[config.mk]
export PLATFORM = sky130hd
export DESIGN_NAME = adsr_env_gen
export DESIGN_NICKNAME = d
export VERILOG_FILES = /design/src/rtl/adsr_env_gen.sv
export SDC_FILE = /design/constraint.sdc
export NUM_CORES = 1
export LEC_CHECK = 0
export CAP_MARGIN = 20
export CORE_UTILIZATION = 50
export DETAILED_ROUTE_END_ITERATION = 8
export GPL_ROUTABILITY_DRIVEN = 0
export PLACE_DENSITY = 0.76
export SKIP_LAST_GASP = 1
export SYNTH_ARGS = -nofsm -noshare
export SYNTH_HDL_FRONTEND = slang
export SYNTH_SLANG_ARGS = --single-unit
export TNS_END_PERCENT = 20
[constraint.sdc]
create_clock -name clk -period 10 [get_ports clk]
set_clock_uncertainty 0.2 [all_clocks]
set_input_delay 2 -clock clk [delete_from_list [all_inputs] [get_ports clk]]
set_output_delay 2 -clock clk [all_outputs]
set_load 0.05 [all_outputs]
[src/rtl/adsr_env_gen.sv]
// ADSR envelope generator for one synth voice.
// Linear envelope with per-phase rate indices (period doubles per index step),
// optional HOLD after ATTACK, legato retrigger, phase code and end-of-cycle pulse.
// Gate events (vin edges as seen by the current phase) always win over phase
// completion and step ticks; in such a cycle the level does not step.
module adsr_env_gen #(
   parameter int nbit_data = 8,
   parameter int nbit_idx  = 4,
   parameter int nbit_cnt  = 28,
   parameter int step_base = 190,
   parameter int max_idx   = 14
) (
   input  logic                 clk,
   input  logic                 rstn,
   input  logic                 vin,
   input  logic                 legato,
   input  logic                 hold_en,
   input  logic [nbit_idx-1:0]  a_t_idx,
   input  logic [nbit_idx-1:0]  h_t_idx,
   input  logic [nbit_idx-1:0]  d_t_idx,
   input  logic [nbit_data-1:0] s_level,
   input  logic [nbit_idx-1:0]  r_t_idx,
   output logic [nbit_data-1:0] dout,
   output logic                 vout,
   output logic [2:0]           phase,
   output logic                 eoc
);

   typedef enum logic [2:0] {
      PH_IDLE    = 3'd0,
      PH_ATTACK  = 3'd1,
      PH_HOLD    = 3'd2,
      PH_DECAY   = 3'd3,
      PH_SUSTAIN = 3'd4,
      PH_RELEASE = 3'd5
   } phase_t;

   localparam logic [nbit_data-1:0] cmax        = '1;
   localparam logic [nbit_cnt-1:0]  base_period = nbit_cnt'(step_base + 1);
   localparam logic [nbit_cnt-1:0]  cnt_one     = nbit_cnt'(1);

   phase_t               phase_q, phase_d;
   logic [nbit_data-1:0] dout_q, dout_d;
   logic [nbit_cnt-1:0]  cnt_q, cnt_d;
   logic                 eoc_q, eoc_d;

   logic [nbit_idx-1:0]  cur_idx;
   logic [nbit_cnt-1:0]  period_m1;
   logic                 count_en;
   logic                 tick;

   // Select the rate index of the active phase and derive its step period (clamped).
   always_comb begin
      cur_idx  = '0;
      count_en = 1'b0;
      case (phase_q)
         PH_ATTACK:  begin cur_idx = a_t_idx; count_en = 1'b1; end
         PH_HOLD:    begin cur_idx = h_t_idx; count_en = 1'b1; end
         PH_DECAY:   begin cur_idx = d_t_idx; count_en = 1'b1; end
         PH_RELEASE: begin cur_idx = r_t_idx; count_en = 1'b1; end
         default:    begin cur_idx = '0;      count_en = 1'b0; end
      endcase
      if (32'(cur_idx) > 32'(max_idx)) begin
         period_m1 = (base_period << max_idx) - cnt_one;
      end else begin
         period_m1 = (base_period << cur_idx) - cnt_one;
      end
      tick = count_en && (cnt_q == period_m1);
   end

   // Next phase, level, counter and end-of-cycle pulse.
   always_comb begin
      phase_d = phase_q;
      dout_d  = dout_q;
      eoc_d   = 1'b0;
      case (phase_q)
         PH_IDLE: begin
            if (vin) phase_d = PH_ATTACK;
         end
         PH_ATTACK: begin
            if (!vin)                phase_d = PH_RELEASE;
            else if (dout_q == cmax) phase_d = hold_en ? PH_HOLD : PH_DECAY;
            else if (tick)           dout_d  = dout_q + 1'b1;
         end
         PH_HOLD: begin
            if (!vin)      phase_d = PH_RELEASE;
            else if (tick) phase_d = PH_DECAY;
         end
         PH_DECAY: begin
            if (!vin)                    phase_d = PH_RELEASE;
            else if (dout_q <= s_level)  phase_d = PH_SUSTAIN;
            else if (tick)               dout_d  = dout_q - 1'b1;
         end
         PH_SUSTAIN: begin
            if (!vin) phase_d = PH_RELEASE;
         end
         PH_RELEASE: begin
            if (vin) begin
               phase_d = PH_ATTACK;
               if (!legato) dout_d = '0;
            end else if (dout_q == '0) begin
               phase_d = PH_IDLE;
               eoc_d   = 1'b1;
            end else if (tick) begin
               dout_d = dout_q - 1'b1;
            end
         end
         default: begin
            phase_d = PH_IDLE;
            dout_d  = '0;
         end
      endcase

      // Counter runs only in timed phases and restarts on every phase change.
      if (!count_en || (phase_d != phase_q) || tick) begin
         cnt_d = '0;
      end else begin
         cnt_d = cnt_q + cnt_one;
      end
   end

   // State registers with synchronous active-low reset.
   always_ff @(posedge clk) begin
      if (!rstn) begin
         phase_q <= PH_IDLE;
         dout_q  <= '0;
         cnt_q   <= '0;
         eoc_q   <= 1'b0;
      end else begin
         phase_q <= phase_d;
         dout_q  <= dout_d;
         cnt_q   <= cnt_d;
         eoc_q   <= eoc_d;
      end
   end

   assign dout  = dout_q;
   assign phase = phase_q;
   assign vout  = (phase_q != PH_IDLE);
   assign eoc   = eoc_q;

endmodule

==> flow_summary.html, run 1 <==
<table>
<tr><th>Metric</th><th>Value</th></tr>
<tr><th colspan="2">Status</th></tr>
<tr><td>Run status</td><td>completed</td></tr>
<tr><th colspan="2">Finish</th></tr>
<tr><td>Final #Nets</td><td>roughly 560</td></tr>
<tr><td>Layout cell share with drive strength beyond 1</td><td>4.280%</td></tr>
<tr><td>Storage element area</td><td>roughly 800 um^2</td></tr>
<tr><td>Filler Cell Count</td><td>650</td></tr>
<tr><td>Most frequent standard cell in the layout excluding fill and tap cells</td><td>nor2_1</td></tr>
<tr><td>Highest-count cells in the layout ignoring fill and taps</td><td>nor2_1, nand2_1, clkdlybuf4s50_1, dfxtp_1, o21ai_0</td></tr>
<tr><td>Number of antenna diodes</td><td>0</td></tr>
<tr><td>Total area of multi-input combinational cells</td><td>2537 um^2</td></tr>
<tr><td>Post-synthesis to final-layout area growth</td><td>14.50%</td></tr>
<tr><td>Post-route cell area</td><td>4070 um^2</td></tr>
<tr><th colspan="2">Synth</th></tr>
<tr><td>Yosys cell types</td><td>between 60 and 70</td></tr>
<tr><td>Syn Nets</td><td>between 500 and 600</td></tr>
<tr><td>Avg Synthesized Cell Area</td><td>7.210 um^2</td></tr>
<tr><td>Synth Flop Type</td><td>dfxtp_1</td></tr>
<tr><td>Number of synthesized flops with an enable pin</td><td>0</td></tr>
<tr><td>Fraction of synthesis flops using an asynchronous set or reset pin</td><td>0%</td></tr>
<tr><td>Number of warnings reported in the yosys synthesis log</td><td>0</td></tr>
<tr><td>Count of mapped cells out of synthesis</td><td>493</td></tr>
<tr><td>Sequential-to-total area share from yosys stat</td><td>22.53%</td></tr>
<tr><td>Summed instance area of the synthesized netlist</td><td>roughly 3600 um^2</td></tr>
<tr><td>Count of state elements after synthesis</td><td>40</td></tr>
<tr><th colspan="2">STA</th></tr>
<tr><td># setup viols final</td><td>0</td></tr>
<tr><td>Clock period minus worst slack</td><td>about 7.2 ns</td></tr>
<tr><td>Portion of the clock cycle consumed by the worst path in the final layout</td><td>72.13%</td></tr>
<tr><td>Final sum of negative setup slack</td><td>0 ns</td></tr>
<tr><td>Tightest Pin Transition</td><td>0.9113 ns</td></tr>
<tr><td>Relative slew slack</td><td>roughly two fifths</td></tr>
<tr><td>Final-report max-slew violation count</td><td>0</td></tr>
<tr><td>Minimum hold slack</td><td>0.3225 ns</td></tr>
<tr><td>Final hold viol count</td><td>0</td></tr>
<tr><td>Post-route setup slack</td><td>2.787 ns</td></tr>
<tr><td>Unrepaired setup endpoints after global routing</td><td>false</td></tr>
<tr><td>Maximum frequency from static timing analysis</td><td>0.1386 GHz</td></tr>
<tr><th colspan="2">Placement</th></tr>
<tr><td>Buffers on Ports</td><td>just over 40</td></tr>
<tr><td>Setup slack after placement</td><td>2.592 ns</td></tr>
<tr><td>Sum of net half-perimeters after detailed placement</td><td>6941 um</td></tr>
<tr><td>Post-place instance area</td><td>3959 um^2</td></tr>
<tr><th colspan="2">Global routing</th></tr>
<tr><td>GR Layer Usage met2</td><td>40.62%</td></tr>
<tr><td>Via count of the first global-routing pass</td><td>3351</td></tr>
<tr><td>Global routing usage summed across all routing layers</td><td>a little over a quarter</td></tr>
<tr><td>Aggregate global routing overflow</td><td>0</td></tr>
<tr><td>Met3 usage in global routing</td><td>4.381%</td></tr>
<tr><td>Antenna violations before repair</td><td>0</td></tr>
<tr><td>First-pass GRT wire length</td><td>16050 um</td></tr>
<tr><td>Busiest metal layer after global routing</td><td>met2</td></tr>
<tr><td>Maximum number of pins on one net before global-route repair</td><td>30</td></tr>
<tr><td>Met1 routing resource usage after global routing</td><td>between 30% and 40%</td></tr>
<tr><th colspan="2">Setup path</th></tr>
<tr><td>Crit-path max cell delay</td><td>0.82 ns</td></tr>
<tr><td>Worst-case register-to-register setup slack</td><td>approximately 3.6 ns</td></tr>
<tr><td>Required time at the endpoint of the critical path</td><td>9.97 ns</td></tr>
<tr><td>Startpoint of the most critical register-to-register path</td><td>phase[0]</td></tr>
<tr><td>Critical-path cell with the highest stage delay</td><td>nand4bb_1</td></tr>
<tr><td>Endpoint kind of the worst setup timing path</td><td>register</td></tr>
<tr><td>Endpoint of the most critical register-to-register path</td><td>cnt_q[0]</td></tr>
<tr><td>Depth of the worst register-to-register path</td><td>15</td></tr>
<tr><td>Cell breakdown of the critical path</td><td>clkdlybuf4s50_1 &gt; mux2i_1 &gt; o22a_1 &gt; and3_4 &gt; nand3_2 &gt; ha_1 &gt; o211ai_1 &gt; a221oi_1 &gt; o221ai_1 &gt; a31o_1 &gt; a2111oi_0 &gt; o2111ai_1 &gt; nand4bb_1 &gt; nand4_1 &gt; buf_6 &gt; nor2_1</td></tr>
<tr><td>Arr. time, crit path</td><td>7.18 ns</td></tr>
<tr><td>Max FO, Critical Path</td><td>20</td></tr>
<tr><td>Launching element type of the critical path</td><td>primary input</td></tr>
<tr><td>Kind of critical path</td><td>in -&gt; reg</td></tr>
<tr><th colspan="2">Flow run</th></tr>
<tr><td>Maxcap violations</td><td>0</td></tr>
<tr><th colspan="2">Die</th></tr>
<tr><td>Row count</td><td>30</td></tr>
<tr><td>Ports placed on the boundary</td><td>42</td></tr>
<tr><td>Die Wd</td><td>about 86 um</td></tr>
<tr><td>Core area</td><td>6832 um^2</td></tr>
<tr><td>Die height</td><td>86.32 um</td></tr>
<tr><td>Initial cell density of the core</td><td>a little over half</td></tr>
<tr><td>Die ar.</td><td>7450 um^2</td></tr>
<tr><th colspan="2">Hold path</th></tr>
<tr><td>Hold Path Cell Cnt</td><td>2</td></tr>
<tr><td>Worst Min Path Start</td><td>cnt_q[27]</td></tr>
<tr><td>Min-Delay Path Class</td><td>reg -&gt; reg</td></tr>
<tr><td>Hold Path Sink</td><td>cnt_q[27]</td></tr>
<tr><th colspan="2">Clocking</th></tr>
<tr><td>Bufs on Longest Clock Path</td><td>2</td></tr>
<tr><td>Count of cells resized by post-cts repair</td><td>0</td></tr>
<tr><td>Master cell of the clock root buffer</td><td>clkbuf_8</td></tr>
<tr><td>Worst skew pair latency</td><td>0.29 ns</td></tr>
<tr><td>Post-CTS setup buffers</td><td>0</td></tr>
<tr><td>TritonCTS sink count</td><td>40</td></tr>
<tr><td>Count of H-tree levels built during CTS</td><td>2</td></tr>
<tr><td>Clock transition at the registers of the reported paths</td><td>0.08 ns</td></tr>
<tr><td>Hold Buf Count CTS</td><td>0</td></tr>
<tr><td>Clock buffers created by TritonCTS</td><td>5</td></tr>
<tr><td>Clock tree from TritonCTS</td><td>built</td></tr>
<tr><th colspan="2">Detailed routing</th></tr>
<tr><td>Antenna violation net count after detailed routing</td><td>0</td></tr>
<tr><td>Avg WL per Cell</td><td>between 15 and 20 um</td></tr>
<tr><td>Count of unresolved DRC violations after routing</td><td>0</td></tr>
<tr><td>Drt via density</td><td>roughly 6.3</td></tr>
<tr><td>Overall routed net length</td><td>9629 um</td></tr>
<tr><td>Initial detailed-routing violation count</td><td>490</td></tr>
<tr><td>Total via count after detailed routing</td><td>3818</td></tr>
<tr><td>Number of iterations in the first detailed-routing pass</td><td>5</td></tr>
<tr><th colspan="2">Power and ir drop</th></tr>
<tr><td>Leakage component of the power</td><td>approximately 1.4 nW</td></tr>
<tr><td>Largest voltage drop on the vdd net</td><td>0.07978 mV</td></tr>
<tr><td>Total power divided by cell area</td><td>100.7 nW/um^2</td></tr>
</table>
==> cells in the mapped netlist (all sizes together) (13+ instances only) <==
master	n	area, um^2
dfxtp	40	800.8
xor2	20	175.2
clkbuf	15	56.30
nand3	26	135.1
nand2	55	206.5
ha	13	162.7
nor3	17	95.09
inv	18	67.56
a21oi	27	135.1
buf	15	88.83
nor2	61	236.5
o21ai	32	160.2
==> metrics by stage <==
stage,power [mW],util [%],std cells
2_1_floorplan,0.2474,-,493
3_3_place_gp,0.2757,57.78,601
3_5_place_dp,0.2777,57.95,602
4_1_cts,0.4098,59.58,610
5_1_grt,0.4288,59.58,610
6_report,0.4098,59.58,610
==> registers in the layout, indices dropped and copies added, names as in the netlist <==
signal,cells
phase,3
dout,8
eoc,1
cnt_q,28
==> worst max-delay path: cells and delay by family <==
family / cells / cell delay (ns)
adder cells (fa/ha/maj): 1 / 0.36
multiplexers: 1 / 0.19
buffers and inverters: 2 / 0.64
AO/OA/AOI/OAI: 7 / 1.90
AND/OR/NAND/NOR: 5 / 2.08
==> area by class of cell <==
| cell class | count | area share, % |
|---|---|---|
| Timing Repair Buffer | 43 | 10.54 |
| Tap cell | 96 | 2.951 |
| Inverter | 19 | 1.752 |
| Sequential cell | 40 | 19.67 |
| Clock inverter | 3 | 1.045 |
| Multi-Input combinational cell | 404 | 62.34 |
| Clock buffer | 5 | 1.691 |
==> where the power goes <==
group / switching [mW] / internal (mW) / total [mW]
clock network: 0.0577 / 0.0739 / 0.132
logic: 0.0685 / 0.0435 / 0.112
registers: 0.00581 / 0.160 / 0.166
total: 0.132 / 0.278 / 0.410
==> metal layers <==
metal	share of wire, %	vias to the layer above
met2	43	201
met1	47	1750
met4	1.6	0
li1	-	1845
met5	0	-
met3	8.9	22
==> logic make-up (layout without fill, tap and decap cells) <==
kind of cell / count (synthesis) / after routing / synth area share (%)
adder cells (fa/ha/maj): 13 / 13 / 4.576
AND/OR/NAND/NOR: 218 / 218 / 30.83
flip-flops: 40 / 40 / 22.53
XOR/XNOR: 32 / 32 / 7.885
multiplexers: 7 / 7 / 1.971
buffers and inverters: 49 / 70 / 6.089
AO/OA/AOI/OAI: 134 / 134 / 26.12
==> worst max-delay path by stage <==
stage / startpoint / endpoint / depth (start not counted)
2_1_floorplan: r_t_idx[2] / dout[2] / 17
3_3_place_gp: a_t_idx[0] / cnt_q[13] / 15
3_5_place_dp: r_t_idx[3] / cnt_q[0] / 16
4_1_cts: r_t_idx[3] / cnt_q[0] / 16
5_1_grt: a_t_idx[0] / cnt_q[26] / 16
6_report: r_t_idx[3] / cnt_q[0] / 16
Note: power is estimated with default switching activity, not from simulation.
==> run 2: changes to the inputs <==
PLACE_DENSITY = 0.78   (was 0.76)
clock period = 6.2 ns   (was 10 ns; I/O delays follow)
==> run 2 against run 1 <==
Worst setup slack worse by 2.0 ns. Non-clock buffer count up 4. Global-route usage up 0.056 points. Highest routed layer unchanged. Die area unchanged. Largest power group unchanged. Total power up 62%. Critical path type unchanged. Final cell count up 0.66%.
==> flow_summary.html, run 2 (synthesis gave the netlist of run 1 again) <==
<table>
<tr><th>Metric</th><th>Value</th></tr>
<tr><th colspan="2">Placement</th></tr>
<tr><td>Post-place instance area</td><td>3978 um^2 (+0.47%)</td></tr>
<tr><td>Sum of net half-perimeters after detailed placement</td><td>6963 um (+0.33%)</td></tr>
<tr><td>Buffers on Ports</td><td>41 (unchanged)</td></tr>
<tr><th colspan="2">Finish</th></tr>
<tr><td>Final #Nets</td><td>559 (+0.72%)</td></tr>
<tr><td>Filler Cell Count</td><td>659 (+1.4%)</td></tr>
<tr><td>Highest-count cells in the layout ignoring fill and taps</td><td>nor2_1, nand2_1, clkdlybuf4s50_1, dfxtp_1, o21ai_0</td></tr>
<tr><td>Number of antenna diodes</td><td>0 (unchanged)</td></tr>
<tr><td>Post-synthesis to final-layout area growth</td><td>15.24%</td></tr>
<tr><td>Number of flip-flops in the largest register</td><td>28 (unchanged)</td></tr>
<tr><td>Post-route cell area</td><td>4096 um^2 (+0.65%)</td></tr>
<tr><td>Layout cell share with drive strength beyond 1</td><td>5.019% (+0.74 points)</td></tr>
<tr><td>Most flop-heavy register</td><td>cnt_q</td></tr>
<tr><td>Most frequent standard cell in the layout excluding fill and tap cells</td><td>nor2_1</td></tr>
<tr><th colspan="2">Clocking</th></tr>
<tr><td>Master cell of the clock root buffer</td><td>clkbuf_8</td></tr>
<tr><td>Bufs on Longest Clock Path</td><td>2 (unchanged)</td></tr>
<tr><td>Count of cells resized by post-cts repair</td><td>0 (unchanged)</td></tr>
<tr><td>Hold Buf Count CTS</td><td>0 (unchanged)</td></tr>
<tr><td>Clock buffers created by TritonCTS</td><td>5 (unchanged)</td></tr>
<tr><td>Worst skew pair latency</td><td>0.30 ns (about the same)</td></tr>
<tr><td>Clock transition at the registers of the reported paths</td><td>0.09 ns (about the same)</td></tr>
<tr><td>Post-CTS setup buffers</td><td>0 (unchanged)</td></tr>
<tr><td>Clock tree from TritonCTS</td><td>built</td></tr>
<tr><td>TritonCTS sink count</td><td>40 (unchanged)</td></tr>
<tr><td>Count of H-tree levels built during CTS</td><td>2 (unchanged)</td></tr>
<tr><th colspan="2">Global routing</th></tr>
<tr><td>Antenna violations before repair</td><td>0 (unchanged)</td></tr>
<tr><td>Aggregate global routing overflow</td><td>0 (unchanged)</td></tr>
<tr><td>First-pass GRT wire length</td><td>15930 um (-0.73%)</td></tr>
<tr><td>Maximum number of pins on one net before global-route repair</td><td>29 (-3.3%)</td></tr>
<tr><td>Via count of the first global-routing pass</td><td>3269 (-2.4%)</td></tr>
<tr><td>Global routing usage summed across all routing layers</td><td>26.41% (+0.056 points)</td></tr>
<tr><th colspan="2">STA</th></tr>
<tr><td>Maximum frequency from static timing analysis</td><td>0.1864 GHz</td></tr>
<tr><td>Final hold viol count</td><td>0 (unchanged)</td></tr>
<tr><td>Unrepaired setup endpoints after global routing</td><td>false</td></tr>
<tr><td>Relative slew slack</td><td>35.83% (-2.5 points)</td></tr>
<tr><td>Tightest Pin Transition</td><td>0.9476 ns (+0.03632 ns)</td></tr>
<tr><td>Clock period minus worst slack</td><td>between 5 and 6 ns</td></tr>
<tr><td># setup viols final</td><td>0 (unchanged)</td></tr>
<tr><td>Final sum of negative setup slack</td><td>0 ns (unchanged)</td></tr>
<tr><td>Final-report max-slew violation count</td><td>0 (unchanged)</td></tr>
<tr><td>Portion of the clock cycle consumed by the worst path in the final layout</td><td>between 80% and 90%</td></tr>
<tr><th colspan="2">Status</th></tr>
<tr><td>Run status</td><td>completed</td></tr>
<tr><th colspan="2">Detailed routing</th></tr>
<tr><td>Drt via density</td><td>6.238 (-0.34%)</td></tr>
<tr><td>Total via count after detailed routing</td><td>3830 (+0.31%)</td></tr>
<tr><td>Number of iterations in the first detailed-routing pass</td><td>5 (unchanged)</td></tr>
<tr><td>Avg WL per Cell</td><td>15.67 um (-0.71%)</td></tr>
<tr><td>Overall routed net length</td><td>9623 um (about the same)</td></tr>
<tr><td>Count of unresolved DRC violations after routing</td><td>0 (unchanged)</td></tr>
<tr><td>Initial detailed-routing violation count</td><td>597 (+22%)</td></tr>
<tr><td>Antenna violation net count after detailed routing</td><td>0 (unchanged)</td></tr>
<tr><th colspan="2">Die</th></tr>
<tr><td>Die height</td><td>86.32 um (unchanged)</td></tr>
<tr><td>Initial cell density of the core</td><td>52.03% (unchanged)</td></tr>
<tr><td>Row count</td><td>30 (unchanged)</td></tr>
<tr><td>Ports placed on the boundary</td><td>42 (unchanged)</td></tr>
<tr><td>Core area</td><td>6832 um^2 (unchanged)</td></tr>
<tr><td>Die ar.</td><td>7450 um^2 (unchanged)</td></tr>
<tr><td>Die Wd</td><td>86.32 um (unchanged)</td></tr>
<tr><th colspan="2">Setup path</th></tr>
<tr><td>Endpoint kind of the worst setup timing path</td><td>register</td></tr>
<tr><td>Depth of the worst register-to-register path</td><td>14 (-1)</td></tr>
<tr><td>Kind of critical path</td><td>in -&gt; reg</td></tr>
<tr><td>Required time at the endpoint of the critical path</td><td>6.25 ns (-3.72 ns)</td></tr>
<tr><td>Arr. time, crit path</td><td>5.41 ns (-1.77 ns)</td></tr>
<tr><td>Launching element type of the critical path</td><td>primary input</td></tr>
<tr><td>Max FO, Critical Path</td><td>20 (unchanged)</td></tr>
<tr><th colspan="2">Power and ir drop</th></tr>
<tr><td>Largest voltage drop on the vdd net</td><td>0.09159 mV (+15%)</td></tr>
<tr><td>Total power divided by cell area</td><td>162.3 nW/um^2 (+61%)</td></tr>
<tr><td>Leakage component of the power</td><td>1.434 nW (+1.1%)</td></tr>
<tr><td>Total power</td><td>0.6648 mW (+62%)</td></tr>
<tr><th colspan="2">Hold path</th></tr>
<tr><td>Min-Delay Path Class</td><td>reg -&gt; reg</td></tr>
<tr><td>Hold Path Cell Cnt</td><td>2 (unchanged)</td></tr>
<tr><th colspan="2">Flow run</th></tr>
<tr><td>Maxcap violations</td><td>0 (unchanged)</td></tr>
</table>
## run 2: cell types whose count changed in the layout (fill, tap and decap cells not counted)
cell   before  now
buf_4       1    6
buf_6       1    0
## run 2: stage by stage
step                      util [%]  instances  setup slack, ns  hold slack [ns]
after floorplan                  -        493            1.353           0.2528
after global placement       58.22        605           0.5811           0.3024
after detailed placement     58.22        605           0.5912           0.3259
after CTS                    59.85        613           0.8832           0.3471
after global routing         59.96        614           0.5242           0.3786
final                        59.96        614           0.8363           0.3364
## run 2: area by class of cell
cell class | count | area [um^2] | share of cell area [%]
clock buffers | 5 | 68.82 | 1.680
repair buffers | 47 | 455.4 | 11.12
flip-flops and latches | 40 | 800.8 | 19.55
inverters | 19 | 71.32 | 1.741
well taps | 96 | 120.1 | 2.932
multi-input cells | 404 | 2537 | 61.94
clock inverters | 3 | 42.54 | 1.038
## run 2: worst paths after layout
kind	start	end	slack (ns)
setup / recovery	h_t_idx[2]	dout[5]	0.84
hold / removal	cnt_q[27]	cnt_q[27]	0.34
setup reg to reg	phase[1]	dout[5]	1.18
hold reg to reg	cnt_q[27]	cnt_q[27]	0.34
## run 2: routing by layer
layer,GRT usage (%),share of wire (%),vias up
met4,7.273,2.1,0
met1,38.08,46,1744
met2,40.91,43,202
met5,0,0,-
li1,-,-,1853
met3,3.905,8.9,31
## run 2: report_power, final
group	leakage, nW	internal (mW)	total, mW	switching [mW]
clock network	0.0541	0.119	0.216	0.0968
logic	1.06	0.0718	0.186	0.114
registers	0.323	0.259	0.263	0.00444
## run 2: critical path, cell delays in order
cell             delay (ns)
clkdlybuf4s50_1        0.39
nor2b_1                0.14
a32o_1                 0.30
nor2_4                 0.33
nand3_2                0.11
ha_1                   0.38
a2111oi_0              0.47
a2111oi_0              0.13
a31o_1                 0.21
or4_1                  0.53
nand4bb_1              0.21
buf_4                  0.23
or4_1                  0.51
nand3_1                0.09
a22o_1                 0.12
